**config.mk**
```make
export PLATFORM = sky130hd
export DESIGN_NAME = ysyx_cdb_arbiter
export DESIGN_NICKNAME = d
export VERILOG_FILES = /design/src/rtl/ysyx_cdb_arbiter.sv
export SDC_FILE = /design/constraint.sdc
export NUM_CORES = 1
export LEC_CHECK = 0
export BUFFER_PORTS_ARGS = -buffer_cell sky130_fd_sc_hd__buf_2
export CAP_MARGIN = 20
export CORE_ASPECT_RATIO = 2
export CORE_UTILIZATION = 37
export CTS_CLUSTER_DIAMETER = 30
export DETAILED_ROUTE_END_ITERATION = 12
export GPL_TIMING_DRIVEN = 1
export PLACE_DENSITY = 0.77
export SLEW_MARGIN = 10
export SYNTH_ARGS = -nofsm -noshare
export SYNTH_HDL_FRONTEND = slang
export SYNTH_SLANG_ARGS = --single-unit
export TNS_END_PERCENT = 20
```
**constraint.sdc**
```tcl
create_clock -name clock -period 3.65 [get_ports clock]
set_input_delay 0.1825 -clock clock [delete_from_list [all_inputs] [get_ports clock]]
set_output_delay 0.1825 -clock clock [all_outputs]
set_load 0.05 [all_outputs]
```
**src/rtl/ysyx_cdb_arbiter.sv**
```systemverilog
// Round-robin arbiter that funnels execution-unit results onto one registered
// common data bus slot, with ready/valid backpressure, flush and stall counting.

module ysyx_cdb_arbiter_lane #(
  parameter int XLEN   = 32,
  parameter int DEST_W = 4,
  parameter int PAY_W  = DEST_W + 2 * XLEN + 1
) (
  input  logic              grant,
  input  logic [DEST_W-1:0] dest,
  input  logic [XLEN-1:0]   result,
  input  logic [XLEN-1:0]   npc,
  input  logic              pc_change,
  output logic [PAY_W-1:0]  pay
);
  // Non-granted lanes contribute zero so the top can OR-reduce instead of muxing.
  assign pay = grant ? {dest, result, npc, pc_change} : '0;
endmodule

module ysyx_cdb_arbiter #(
  parameter int XLEN   = 32,
  parameter int NREQ   = 3,
  parameter int DEST_W = 4
) (
  input  logic                     clock,
  input  logic                     reset,
  input  logic                     flush,
  input  logic [NREQ-1:0]          req_valid,
  output logic [NREQ-1:0]          req_ready,
  input  logic [NREQ*DEST_W-1:0]   req_dest,
  input  logic [NREQ*XLEN-1:0]     req_result,
  input  logic [NREQ*XLEN-1:0]     req_npc,
  input  logic [NREQ-1:0]          req_pc_change,
  output logic                     cdb_valid,
  input  logic                     cdb_ready,
  output logic [DEST_W-1:0]        cdb_dest,
  output logic [XLEN-1:0]          cdb_result,
  output logic [XLEN-1:0]          cdb_npc,
  output logic                     cdb_pc_change,
  output logic [$clog2(NREQ)-1:0]  cdb_src,
  output logic [31:0]              stall_cnt
);
  localparam int SRC_W = $clog2(NREQ);
  localparam int PAY_W = DEST_W + 2 * XLEN + 1;

  typedef struct packed {
    logic [DEST_W-1:0] dest;
    logic [XLEN-1:0]   result;
    logic [XLEN-1:0]   npc;
    logic              pc_change;
  } payload_t;

  logic [SRC_W-1:0]            rr_ptr, win, win_next, idx;
  logic                        found, slot_free, grant_en, xfer, any_valid;
  logic [NREQ-1:0]             grant;
  logic [NREQ-1:0][PAY_W-1:0]  lane_pay;
  logic [PAY_W-1:0]            sel_pay;
  payload_t                    sel, slot;
  int                          sum;

  assign slot_free = !cdb_valid || cdb_ready;
  assign grant_en  = slot_free && !flush && !reset;
  assign any_valid = |req_valid;

  // First valid requester at or after rr_ptr, wrapping at NREQ-1.
  always_comb begin
    found = 1'b0;
    win   = '0;
    sum   = 0;
    idx   = '0;
    for (int k = 0; k < NREQ; k++) begin
      sum = (int'(rr_ptr) + k) % NREQ;
      idx = SRC_W'(sum);
      if (!found && req_valid[idx]) begin
        found = 1'b1;
        win   = idx;
      end
    end
  end

  always_comb begin
    grant = '0;
    if (grant_en && found) grant[win] = 1'b1;
  end

  assign req_ready = grant;
  assign xfer      = |(req_valid & grant);
  assign win_next  = (win == SRC_W'(NREQ - 1)) ? '0 : win + 1'b1;

  for (genvar i = 0; i < NREQ; i++) begin : g_lane
    ysyx_cdb_arbiter_lane #(.XLEN(XLEN), .DEST_W(DEST_W), .PAY_W(PAY_W)) u_lane (
      .grant     (grant[i]),
      .dest      (req_dest[i*DEST_W +: DEST_W]),
      .result    (req_result[i*XLEN +: XLEN]),
      .npc       (req_npc[i*XLEN +: XLEN]),
      .pc_change (req_pc_change[i]),
      .pay       (lane_pay[i])
    );
  end

  always_comb begin
    sel_pay = '0;
    for (int i = 0; i < NREQ; i++) sel_pay = sel_pay | lane_pay[i];
  end

  assign sel = payload_t'(sel_pay);

  // A transfer can only happen with the slot free, so an accepted tag-0 request
  // simply lets the slot drain.
  always_ff @(posedge clock) begin
    if (reset) begin
      cdb_valid <= 1'b0;
      slot      <= '0;
      cdb_src   <= '0;
      rr_ptr    <= '0;
      stall_cnt <= '0;
    end else if (flush) begin
      cdb_valid <= 1'b0;
    end else begin
      if (xfer) rr_ptr <= win_next;
      if (xfer && sel.dest != '0) begin
        cdb_valid <= 1'b1;
        slot      <= sel;
        cdb_src   <= win;
      end else if (cdb_ready) begin
        cdb_valid <= 1'b0;
      end
      if (any_valid && !xfer && stall_cnt != 32'hFFFF_FFFF)
        stall_cnt <= stall_cnt + 32'd1;
    end
  end

  assign cdb_dest      = slot.dest;
  assign cdb_result    = slot.result;
  assign cdb_npc       = slot.npc;
  assign cdb_pc_change = slot.pc_change;

endmodule

```
# Word level (Yosys, flattened, before mapping)
# Cells that the tools add are included.
# word_totals
register_bits	106
input_bits	214
# op_classes
add_sub_neg	4
div	3
order_cmp	5
n_eq_ne	2
mux	21
bitwise_logic	4
n_reduce_logical	24
# op_table
operator	n
$mux 69	3
$or 69x69->69	2
$mod 32x3->32 const B	2
$add 32x1->32 const B	1
$mod 3x3->32 const B	1
$ne 32x32->1 const B	1
$lt 2x3->1 const B	4
$logic_and 1x1->1	9
$mux 1	9
$mux 2	4
$bmux 1 s2	3
$logic_not 1->1	6
$reduce_and 2->1	3
$reduce_or 3->1	2
$reduce_bool 4->1	1
$add 2x1->3 const B	1
$add 2x2->3 const B	1
$and 3x3->3	1
$mux 3	1
$add 2x1->2 const B	1
$demux 1 s2	1
$eq 2x2->1 const B	1
$ge 2x1->1 const B	1
$reduce_bool 2->1	1
3 further kinds	3

# Depth between registers and ports, before layout
# depth
ltp_word	21
mapped_depth	12

# By module
# From an unflattened synthesis, not the netlist that was laid out.
# unflattened
cells_unflattened	786
area_unflattened_um2	6154.7
# modules_own_cells
mod	instances	cells_each	area_per_inst_um2	seq_area_each_um2
ysyx_cdb_arbiter	1	558	4657.0	2122.0
ysyx_cdb_arbiter_lane	3	76	499.2	0.0

# Worst setup path before layout
# No wires, ideal clock.
# synth_path
path_kind	register to register
startpoint	reg rr_ptr[0]
endpoint	reg slot (netlist bit cdb_npc[10])
arrival_time_ns	2.858
required_ns	3.527
path_slack_ns	0.669
stages_incl_launch_ff	13
path_buffers	3
synth_period_minus_slack_ns	2.981
cell_sequence	dfxtp_1 -> inv_1 -> ha_1 -> o21ai_0 -> a2111oi_0 -> o21a_1 -> buf_2 -> or2_2 -> o22ai_2 -> nor4_4 -> buf_4 -> buf_6 -> mux2_1
# synth_via
elab_chain_cells	21
# synth_lines
element	line_no	text
from (decl)	53	logic [SRC_W-1:0] rr_ptr, win, win_next, idx;
from (signal assigned)	120	if (xfer) rr_ptr <= win_next;
parallel branches: the longest is 14 deep, another holds $mod 32x3->32	n/a	
$mux 3 *	83	if (grant_en && found) grant[win] = 1'b1;
$mux 69	17	assign pay = grant ? {dest, result, npc, pc_change} : '0;
$or 69x69->69 (2 in series)	103	for (int i = 0; i < NREQ; i++) sel_pay = sel_pay | lane_pay[i];
$reduce_bool 4->1	121	if (xfer && sel.dest != '0) begin
$logic_and 1x1->1	121	
$reduce_and 2->1 (no source line)	n/a	
to (signal assigned)	123	slot <= sel;
to (decl)	58	payload_t sel, slot;
# Every way passes the cells marked *. The select of a mux whose other input is x is not followed.
# A chain may end at the register's enable or synchronous reset.

# Worst setup path after layout
# layout_path
startpoint	reg rr_ptr[0]
endpoint	reg slot (netlist bit cdb_result[3])
# Same word-level chain as after synthesis.

==> summary.txt <==
RUN STATUS
----------------------------------------------------------------------------------------
Run status                                                                  finished, final reports clean

ROUTING
----------------------------------------------------------------------------------------
Routed wire length per instance                                                  16.0 um
Post-detailed-route via-to-cell ratio                                               5.19
Number of vias in the routed layout                                                 6202
DRC violation count after routing                                                      0
Final ANT Viol Nets                                                                    0
Count of TritonRoute iterations in the first routing pass                              5
Metal3 WL                                                                        1.23 mm
Wire length reported by the detailed router                                      19.1 mm
Initial drt markers                                                                  178
Met1 Routed Length                                                               7.13 mm
DR top layer                                                                        met5
Total length of routed met2 wires                                                9.93 mm

LAYOUT
----------------------------------------------------------------------------------------
Summed area of non-filler cells in the final layout                           7980 sq um
Area growth syn-to-layout                                                          34.3%
Number of antenna repair diodes                                                        0
Total of fill cells in the finished design                                          1534
Fraction of final layout cells with drive strength greater than 1                  0.368
Sequential cell area                                                          2120 sq um
Total area of multi-input combinational cells                                 3560 sq um
Layout net count                                                                    1208
Post-Route Utilization                                                             0.508

PWR
----------------------------------------------------------------------------------------
Leakage component of the power                                                   3.84 nW
Peak supply drop                                                                0.295 mV
Pwr/cell area                                                                414 nW/um^2

CRITICAL PATH
----------------------------------------------------------------------------------------
CP Max Fanout                                                                         51
WP data arrival                                                                  3.57 ns
Worst Setup Path Type                                                            reg2reg
Worst EP required                                                                3.87 ns
Endpoint type of the worst setup path                                               flop
Category of the worst setup path launch point                                       flop
List of cells traversed by the critical path                                inv_1 > ha_1 > o21ai_0 > a2111oi_0 > o21a_2 > or2_2 > o22ai_2 > nor4_4 > buf_12 > mux2_1
Buffers & Inverters on Critical Path                                                   2
Worst r2r path cells                                                                  10
Cell family contributing the most delay on the critical path                compound AO/OA/AOI/OAI gates
Crit. path cell count                                                                 10
Slowest stage cell, crit path                                                  a2111oi_0
Critical path's largest stage delay                                              0.44 ns

SYNTH
----------------------------------------------------------------------------------------
Synthesized area per cell                                                     8.48 sq um
Nets in the synthesized netlist                                                      920
Synth Register Bits                                                                  106
Part of the Yosys area used for sequential elements                                0.357
Synthesized instance count                                                           701
Summed instance area of the synthesized netlist                               5940 sq um
Distinct cell type count of the synthesized netlist                                   45
Number of enable-type register cells in the synthesized netlist                        0
Warning count from the yosys run                                                       0
Most instantiated flip-flop cell in the synthesis netlist                        dfxtp_1
Post-synthesis async set-or-reset flop share                                           0

DIE
----------------------------------------------------------------------------------------
Placeable Area                                                               15700 sq um
Chip width                                                                       91.6 um
Placement row count                                                                   65
Floorplan die area                                                           16600 sq um
Chip Height                                                                       181 um
Starting density of the core                                                       0.379
Top-level port count                                                                 321

HOLD PATH
----------------------------------------------------------------------------------------
Hold WC Path Type                                                                 in2reg
Count of cells along the worst hold path                                               2

TIMING
----------------------------------------------------------------------------------------
Slew of the pin with the lowest slew margin                                     0.848 ns
Setup repair after global routing missed its margin                                false
Final Max Slew Viols                                                                   0
Final worst path period share                                                      0.916
Final sum of negative setup slack                                                   0 ns
Final critical path time including I/O delays and setup                          3.34 ns
Final-layout worst hold slack                                                   0.141 ns
Hold violation total from the final report                                             0
Highest Clock Rate                                                               299 MHz
Slew headroom                                                                      0.433
Worst setup margin                                                              0.308 ns
Fin Clk Skew                                                                   0.0122 ns
Setup violators final                                                                  0

GRT
----------------------------------------------------------------------------------------
GR Overflow Total                                                                      0
Largest net degree at the start of global routing                                     69
Initial antenna violation count                                                        1
Vias in the first global route                                                      6039
Global-route total usage across every layer                                        0.229
First-pass GRT wire length                                                       30.1 mm

CLOCK NETWORK
----------------------------------------------------------------------------------------
Number of buffers on the longest clock path                                            2
CTS H-tree depth                                                                       3
Root Driver                                                                    clkbuf_16
Hold_buf cts                                                                           0
Setup bufs post-CTS                                                                    0
Inserted Clock Buffers                                                                 9
Clock tree from TritonCTS                                                           done
Clock Pin Slew Worst Setup and Hold Paths                                        0.07 ns
CTS sink cnt                                                                         106
Post-CTS sizing                                                                        0
Clock latency on the worst-skew pair                                             0.35 ns

PLACEMENT
----------------------------------------------------------------------------------------
Placement Cell Area                                                           7690 sq um
Setup Slack @ Placement                                                         0.303 ns
Port-buffer cells                                                                    320
Total half-perimeter wirelength after legalization and detailed placement        14.6 mm
Routability congestion estimate                                                    0.912

FLOW RUN
----------------------------------------------------------------------------------------
Number of maximum-capacitance violations                                               0

worst reg2reg max path, delay by kind of cell (launching register included):
family | cells | cell delay, ns
compound gates | 4 | 1.04
simple gates | 2 | 0.62
fa+ha+maj | 1 | 0.40
buf+inv | 2 | 0.39
mux | 1 | 0.39
flops | 1 | 0.38
worst paths after layout:
| check | from | endpoint | slack [ns] |
|---|---|---|---|
| worst max-delay path | rr_ptr[0]$_SDFFE_PP0P_ | cdb_result[3]$_SDFFE_PP0P_ | 0.31 |
| worst min-delay path | flush | cdb_valid$_SDFFE_PP0P_ | 0.14 |
| worst max register to register | rr_ptr[0]$_SDFFE_PP0P_ | cdb_result[3]$_SDFFE_PP0P_ | 0.31 |
| worst min register to register | cdb_src[0]$_SDFFE_PP0P_ | cdb_src[0]$_SDFFE_PP0P_ | 0.48 |
flip-flops by register name, indices dropped and copies added, names as in the netlist:
name / cells
cdb_npc: 32
cdb_result: 32
stall_cnt: 32
cdb_dest: 4
cdb_src: 2
rr_ptr: 2
cdb_pc_change: 1
cdb_valid: 1
layout by cell type, fill, tap and decap left out, types with 3 or more instances in the layout:
cell type  count
buf_2        319
dfxtp_1      106
nand2_1       81
a21oi_1       76
a22oi_1       69
nor2b_1       66
mux2_1        65
nor2_1        38
xor2_1        17
nand3_1       14
inv_1         12
xnor2_1       11
nand4_1       10
nand2b_1       9
clkbuf_16      9
buf_4          9
nor3_1         7
or3_1          5
and3_1         5
ha_1           5
mux2i_1        4
and2_1         4
o21ai_0        4
o22ai_2        4
or4b_2         4
nand3b_1       3
or2_2          3
and4_1         3
nor4_1         3
nor3b_1        3
inv_6          3
layer usage:
layer,global-route usage,vias to the layer above
li1,-,3028
met1,0.242,2862
met2,0.418,262
met3,0.0526,48
met4,0.110,2
met5,0,-
stage by stage:
stage          instances  power [mW]
2_1_floorplan        701        2.07
3_3_place_gp        1178        2.38
3_5_place_dp        1179        2.40
4_1_cts             1195        3.35
5_1_grt             1195        3.48
6_report            1195        3.30
layout make-up:
cell class,instances,share of cell area
clock inverter,7,0.00769
inverter,12,0.00565
timing repair buffer,331,0.215
clock buffer,9,0.0282
sequential,106,0.266
tap,201,0.0315
multi-input combinational,529,0.446
logic make-up (layout without fill, tap and decap cells):
family,Yosys count,after routing,synth area share
and+or+nand+nor,262,262,0.229
adders and majority gates,5,5,0.0105
AOI/OAI and AO/OA,165,165,0.184
buffers and inverters,66,359,0.0480
muxes,69,69,0.130
xor gates and xnor gates,28,28,0.0413
DFF,106,106,0.357
cells in the mapped netlist (all sizes together), types with 2 or more instances:
| library cell | instances | area [sq um] |
|---|---|---|
| a2111oi | 2 | 36.3 |
| a211oi | 2 | 15.0 |
| a21oi | 77 | 389 |
| a22oi | 69 | 518 |
| and2 | 4 | 25.0 |
| and3 | 5 | 31.3 |
| and4 | 3 | 26.3 |
| buf | 16 | 97.6 |
| clkbuf | 38 | 143 |
| dfxtp | 106 | 2120 |
| ha | 5 | 62.6 |
| inv | 12 | 45.0 |
| mux2 | 65 | 732 |
| mux2i | 4 | 40.0 |
| nand2 | 81 | 304 |
| nand2b | 9 | 56.3 |
| nand3 | 14 | 70.1 |
| nand3b | 3 | 22.5 |
| nand4 | 10 | 62.6 |
| nor2 | 39 | 146 |
| nor2b | 66 | 413 |
| nor3 | 7 | 35.0 |
| nor3b | 3 | 22.5 |
| nor4 | 4 | 40.0 |
| o21a | 2 | 15.0 |
| o21ai | 4 | 20.0 |
| o22ai | 4 | 50.1 |
| or2 | 3 | 18.8 |
| or3 | 5 | 31.3 |
| or4b | 4 | 40.0 |
| xnor2 | 11 | 96.3 |
| xor2 | 17 | 149 |
where the power goes:
part / internal, mW / switching (mW)
Combinational: 0.389 / 0.711
Clock: 0.476 / 0.463
Sequential: 1.23 / 0.0345
(Power assumes the default switching activity.)
